`config.mk`:
```
export PLATFORM = sky130hd
export DESIGN_NAME = relay_pulse_controller
export DESIGN_NICKNAME = d
export VERILOG_FILES = /design/src/rtl/relay_pulse_controller.sv
export SDC_FILE = /design/constraint.sdc
export NUM_CORES = 1
export LEC_CHECK = 0
export BUFFER_PORTS_ARGS = -buffer_cell sky130_fd_sc_hd__buf_2
export CAP_MARGIN = 5
export CORE_ASPECT_RATIO = 0.7
export CORE_UTILIZATION = 32
export CTS_CLUSTER_DIAMETER = 50
export DETAILED_ROUTE_END_ITERATION = 12
export GPL_ROUTABILITY_DRIVEN = 0
export GPL_TIMING_DRIVEN = 0
export PLACE_DENSITY_LB_ADDON = 0.15
export REMOVE_ABC_BUFFERS = 1
export SYNTH_ARGS = -nofsm -noshare
export SYNTH_HDL_FRONTEND = slang
export SYNTH_SLANG_ARGS = --single-unit
```
`constraint.sdc`:
```
create_clock -name clk -period 6.05 [get_ports clk]
set_clock_uncertainty 0.2 [all_clocks]
set_input_delay 0.605 -clock clk [delete_from_list [all_inputs] [get_ports clk]]
set_output_delay 0.605 -clock clk [all_outputs]
set_load 0.02 [all_outputs]
```
`src/rtl/relay_pulse_controller.sv`:
```
// rtl/relay_pulse_controller.sv - latching relay coil pulse sequencer with power-up reset sweep
// One command at a time: energize one coil for PULSE_CYCLES, then hold off for SETTLE_CYCLES.
module relay_pulse_controller #(
  parameter int PULSE_CYCLES  = 2500000,
  parameter int SETTLE_CYCLES = 250000,
  parameter int NUM_RELAYS    = 4
) (
  input  logic                  clk,
  input  logic                  rst,
  input  logic                  cmd_valid,
  output logic                  cmd_ready,
  input  logic [2:0]            cmd_channel,
  input  logic                  cmd_dir,
  output logic [NUM_RELAYS-1:0] coil_set,
  output logic [NUM_RELAYS-1:0] coil_reset,
  output logic [NUM_RELAYS-1:0] relay_state,
  output logic                  busy,
  output logic                  cmd_err
);

  localparam int MAX_CYCLES = (PULSE_CYCLES > SETTLE_CYCLES) ? PULSE_CYCLES : SETTLE_CYCLES;
  localparam int CW = $clog2(MAX_CYCLES + 1);
  localparam logic [CW-1:0] PULSE_LOAD  = CW'(PULSE_CYCLES - 1);
  localparam logic [CW-1:0] SETTLE_LOAD = CW'(SETTLE_CYCLES - 1);

  typedef enum logic [2:0] {
    INIT_PULSE,
    INIT_SETTLE,
    IDLE,
    PULSE,
    SETTLE
  } state_t;

  state_t                state, state_next;
  logic [CW-1:0]         count, count_next;
  logic [3:0]            init_idx, init_idx_next;
  logic [2:0]            ch_q;
  logic                  dir_q;
  logic [NUM_RELAYS-1:0] coil_set_next, coil_reset_next, relay_state_next;
  logic                  cmd_err_next;
  logic                  accept;
  logic                  ch_ok;

  function automatic logic [NUM_RELAYS-1:0] onehot(input logic [2:0] idx);
    return NUM_RELAYS'(1) << idx;
  endfunction

  assign cmd_ready = (state == IDLE) && !rst;
  assign busy      = (state != IDLE) || rst;
  assign accept    = cmd_valid && cmd_ready;
  assign ch_ok     = ({1'b0, cmd_channel} < 4'(NUM_RELAYS));

  // Reset parks in INIT_SETTLE with an expired counter so the sweep starts on the first free edge.
  always_ff @(posedge clk) begin
    if (rst) begin
      state       <= INIT_SETTLE;
      count       <= '0;
      init_idx    <= '0;
      coil_set    <= '0;
      coil_reset  <= '0;
      relay_state <= '0;
      cmd_err     <= 1'b0;
      ch_q        <= '0;
      dir_q       <= 1'b0;
    end else begin
      state       <= state_next;
      count       <= count_next;
      init_idx    <= init_idx_next;
      coil_set    <= coil_set_next;
      coil_reset  <= coil_reset_next;
      relay_state <= relay_state_next;
      cmd_err     <= cmd_err_next;
      if (accept) begin
        ch_q  <= cmd_channel;
        dir_q <= cmd_dir;
      end
    end
  end

  always_comb begin
    state_next       = state;
    count_next       = count;
    init_idx_next    = init_idx;
    coil_set_next    = coil_set;
    coil_reset_next  = coil_reset;
    relay_state_next = relay_state;
    cmd_err_next     = 1'b0;
    case (state)
      INIT_SETTLE: begin
        if (count == '0) begin
          if (init_idx == 4'(NUM_RELAYS)) begin
            state_next = IDLE;
          end else begin
            state_next      = INIT_PULSE;
            count_next      = PULSE_LOAD;
            coil_reset_next = onehot(init_idx[2:0]);
          end
        end else begin
          count_next = count - 1'b1;
        end
      end
      INIT_PULSE: begin
        if (count == '0) begin
          state_next      = INIT_SETTLE;
          count_next      = SETTLE_LOAD;
          coil_reset_next = '0;
          init_idx_next   = init_idx + 4'd1;
        end else begin
          count_next = count - 1'b1;
        end
      end
      IDLE: begin
        if (accept) begin
          if (ch_ok) begin
            state_next      = PULSE;
            count_next      = PULSE_LOAD;
            coil_set_next   = cmd_dir ? onehot(cmd_channel) : '0;
            coil_reset_next = cmd_dir ? '0 : onehot(cmd_channel);
          end else begin
            cmd_err_next = 1'b1;
          end
        end
      end
      PULSE: begin
        if (count == '0) begin
          state_next       = SETTLE;
          count_next       = SETTLE_LOAD;
          coil_set_next    = '0;
          coil_reset_next  = '0;
          relay_state_next = dir_q ? (relay_state | onehot(ch_q)) : (relay_state & ~onehot(ch_q));
        end else begin
          count_next = count - 1'b1;
        end
      end
      SETTLE: begin
        if (count == '0) begin
          state_next = IDLE;
        end else begin
          count_next = count - 1'b1;
        end
      end
      default: begin
        state_next      = INIT_SETTLE;
        count_next      = '0;
        init_idx_next   = '0;
        coil_set_next   = '0;
        coil_reset_next = '0;
      end
    endcase
  end

endmodule

```
; ---- After elaboration in Yosys (flattened, before gate mapping)
; Index checks and enable logic that the tools add are counted.
[totals]
out_inout_bits = 15
in_bits = 7
ff_bits = 46
word_cells = 85
[classes]
addsub = 2
order_cmp = 1
eq_ne = 16
n_mux = 30
n_reduce_logical = 16
bitwise = 8
shifts = 3
[op_table]
columns = cell, n
row1 = two-way mux 22 bit, 6
row2 = one-hot mux 22 bit (4 select lines), 1
row3 = two-way mux 4 bit, 11
row4 = logical NOT 22 bit, 1
row5 = "subtractor 22 x 1 -> 22 bit, second input constant", 1
row6 = two-way mux 3 bit, 6
row7 = "!= test 2 bit, second input constant", 8
row8 = one-hot mux 4 bit (4 select lines), 1
row9 = one-hot mux 3 bit (5 select lines), 1
row10 = one-hot mux 4 bit (3 select lines), 1
row11 = AND reduction 6 bit, 2
row12 = "<< shifter 1 x 3 -> 4 bit, first input constant", 3
row13 = one-hot mux 4 bit (2 select lines), 1
row14 = AND reduction 4 bit, 2
row15 = "== test 3 x 2 -> 1 bit, second input constant", 2
row16 = OR reduction 3 bit, 2
row17 = NOT 1 bit, 5
row18 = "adder 4 x 1 -> 4 bit, second input constant", 1
row19 = AND 4 bit, 1
row20 = "== test 4 x 3 -> 1 bit, second input constant", 1
row21 = NOT 4 bit, 1
row22 = OR 4 bit, 1
row23 = AND reduction 2 bit, 2
row24 = OR reduction 4 bit, 1
row25 = 13 further kinds, 14

; ---- Depth between registers and ports, before layout
[logic_depth]
ltp_word = 5
ltp_mapped = 10

; ---- Worst setup path before layout
; OpenSTA, ideal clock, no wires.
[synth_timing]
path_kind = reg-to-reg
startpoint = register count[0]
endpoint = register coil_reset[0]
synth_period_minus_slack_ns = 2.538
required_time_ns = 5.771
n_path_buf = 2
setup_time_ns = 0.079
arrival_time_ns = 2.259
stages_incl_launch_ff = 11
slack_ns = 3.512
path_cell_list = dfxtp_1 inv_1 ha_1 nor4b_1 nand2_1 or4_1 buf_2 a311oi_2 buf_6 nor2_1 a211oi_2
[synth_via]
elab_chain_len = 3
word_cells_on_any_way = 4
cone_classes = 2 x eq/ne / 2 x reduce/logical
[synth_lines]
columns = item, line_no
row1 = "start, declared", 35  ; logic [CW-1:0] count, count_next;
row2 = "start signal, assigned", 67  ; count <= count_next;
row3 = logical NOT 22 bit *, "90, 103, 125"
row4 = != test 2 bit (no source line) or != test 2 x 1 -> 1 bit (tied branches), -
row5 = AND reduction 6 bit (no source line) *, -
row6 = "end signal, assigned", 70  ; coil_reset <= coil_reset_next;
row7 = "end, declared", 15  ; output logic [NUM_RELAYS-1:0] coil_reset,
; Every way passes the cells marked *; elsewhere a longest branch is shown, timed or not.
; A chain may end at the register's enable or synchronous reset.

; ---- Final worst setup path
[layout_timing]
startpoint = register count[0]
endpoint = register coil_reset[2]
; The elaborated chain is that of the path after synthesis.

==> results.ini <==
[run_status]
status = finished clean

[timing]
final_setup_violation_count = 0
rsz0062_at_grt = false
maxSlewHeadroom = 0.290
final-max-slew-violation-count = 0
layout_min_cycle_time_ps = 3780
timing.final.crit_share = 0.625
final-hold-violation-count = 0
max_freq_mhz = 265
worstMarginPinSlew_ps = 1060
setup_total_negative_slack_ps = 0

[critical_path]
worst_setup_path_end_kind = flop
worst_ep_required_time_ps = 6060
critPathLaunchType = flop
arrival_ps = 3790
criticalPathCategory = flop to flop
path_max_fanout = 12

[clock_network]
cts_buffers = 5
post_cts_hold_buffer_count = 0
postCtsResizedCells = 0
cell_at_the_root_of_the_clock_tree = clkbuf_16
htreeDepth = 2
clk_pin_slew_ps = 70
worstSkewPairLatency_ps = 290
cts_tree = yes
max-clock-path-buffers = 2
cts.repair_timing.setup_buffer_count = 0
cts.sink_count = 46

[die]
initial_utilization = 0.332
placement_rows = 28
core_area_um2 = 8510
floorplan.io_pins = 22
die_w_um = 114
die_h_um = 80.7
floorplan.die_area_um2 = 9230

[cells_and_area]
fin_util = 0.374
area_growth_syn_to_layout_pct = 12.4
fill_cells = 930
layout.nets = 385
antennaDiodeCount = 0
drive_gt1_frac = 0.113

[synth]
synth-warning-count = 0
syn-cell-area_um2 = 2830
synth_top_area_share = 0.326
avgSynthCellArea_um2 = 7.84
async_reset_ff_frac = 0
netlist-cell-type-count = 58
yosys_most_used_dff = dfxtp_1
synth_enable_flop_cells = 0
synth_seq_area_share = 0.326
netlist_instances = 361
synth_seq_cells = 46
post_synth_main_area_contributors = dfxtp_1 33%, nor2_1 5.6%, nand2_1 5.0%
yosys.area.top_type = dfxtp_1

[power]
power.density_nw_per_um2 = 519
worst_ir_drop_vdd_v = 0.000241
power.static_leakage_nw = 1.15

[global_route]
antenna_found_initial = 0
global_route.peak_usage_layer = met1
grt_first_pass_wirelength_mm = 14.0
number_of_global_route_vias_before_repair = 2502
grt_max_degree = 37
grtUsageMet1 = 0.325
gr-total-overflow = 0
globalRouteTotalUtil = 0.199
global_route.usage.met2 = 0.246
gr-usage-met3 = 0.0521

[drt]
1st_iter_drt_viols = 253
via_per_inst = 5.73
remaining_drc_errors = 0
antenna_left = 0
drt-wirelength-per-cell_um = 17.6
via_count = 2819
firstDrtPassIters = 5
totalWireLength_mm = 8.66

[placement]
io_buffer_count = 21
dp_hpwl_mm = 6.32

[min_path]
worst_hold_path_type = flop to flop

[flow_run]
cap_viol_max_count = 0

-- logic make-up after synthesis --
| kind of cell | Yosys count | share of synthesized area |
|---|---|---|
| and+or+nand+nor | 157 | 0.287 |
| AOI/OAI and AO/OA | 97 | 0.238 |
| DFF | 46 | 0.326 |
| buffers and inverters | 33 | 0.0469 |
| muxes | 13 | 0.0460 |
| xor gates and xnor gates | 8 | 0.0248 |
| adders and majority gates | 7 | 0.0310 |
-- area by class of cell --
class | count | area (um^2) | share of cell area
Sequential cell | 46 | 921 | 0.290
Tap cell | 120 | 150 | 0.0472
Timing Repair Buffer | 22 | 113 | 0.0354
Clock inverter | 3 | 43.8 | 0.0138
Inverter | 14 | 52.6 | 0.0165
Multi-Input combinational cell | 282 | 1780 | 0.558
Clock buffer | 5 | 125 | 0.0393
-- registers in the layout, summed over array words and instances (netlist names), named ones only --
name / count
count: 22
coil_reset: 4
coil_set: 4
init_idx: 4
ch_q: 3
state: 3
cmd_err: 1
dir_q: 1
-- synth_stat cells, drive strengths merged (3+ instances only) --
library cell   n
a211oi         5
a21o           3
a21oi         23
a22oi          8
a311oi         3
and2           3
and3           4
buf            3
clkbuf        16
dfxtp         46
ha             7
inv           14
mux2i         13
nand2         39
nand3         10
nand4          6
nor2          42
nor2b          5
nor3          17
nor4           8
nor4b          4
o21ai         17
o22ai          5
o2bb2ai        4
o311ai         5
o31a           3
o31ai          4
or3            5
or4            3
xnor2          6
-- critical path, stage by stage, from the launching register on --
cell and delay (ps):
dfxtp_1 370, inv_1 100, ha_1 200, nor4b_1 450, nand2_1 380, or4_1 760, a311oi_2 910, nor2_1 110
a211oi_2 220
-- through the flow --
stage                     cell area (um^2)  hold slack (ps)  cells  power (W)  setup WS, ps
after floorplan                       2750              253    342    0.00108          3140
after global placement                3000              243    483    0.00131          2060
after detailed placement              3000              246    483    0.00131          2150
after CTS                             3170              256    491    0.00164          2130
after global routing                  3180              283    492    0.00178          2000
final                                 3180              253    492    0.00165          2270
-- final timing paths --
| check | startpoint | endpoint | slack (ps) | depth (start not counted) |
|---|---|---|---|---|
| max reg2reg | count[0] | coil_reset[2] | 2270 | 8 |
| min reg2reg | coil_set[1] | coil_set[1] | 250 | 2 |
| min | coil_set[1] | coil_set[1] | 250 | 2 |
| max | count[0] | coil_reset[2] | 2270 | 8 |
-- where the power goes --
| part | internal, W | leakage, nW | switching, W |
|---|---|---|---|
| Combinational | 0.000303 | 0.694 | 0.000553 |
| Clock | 0.000196 | 0.0842 | 0.000127 |
| Sequential | 0.000380 | 0.374 | 0.0000901 |
| Total | 0.000880 | 1.15 | 0.000771 |
-- cell usage in the layout, fill, tap and decap left out, types with 3 or more instances in the layout --
master and instances:
nor4_2 3, o31ai_1 4, xnor2_1 6, mux2i_1 13, or3_1 5, nor4b_1 4
nor2_1 42, o31a_1 3, buf_2 21, nor2b_1 5, clkbuf_16 5, dfxtp_1 46
o2bb2ai_1 4, or4_1 3, o311ai_0 4, o21ai_0 17, inv_1 14, a21oi_1 23
a21o_1 3, a22oi_1 8, nand2_1 38, nor3_1 16, and2_1 3, nand3_1 10
nor4_1 4, nand4_1 6, ha_1 7, a211oi_2 3, o22ai_1 5, and3_1 4
-- per-layer routing --
| layer | part of all wire | up-vias |
|---|---|---|
| li1 | - | 1357 |
| met4 | 0.0059 | 0 |
| met5 | 0 | - |
| met3 | 0.090 | 8 |
| met2 | 0.37 | 109 |
| met1 | 0.53 | 1345 |
Note: power is estimated with default switching activity, not from simulation.
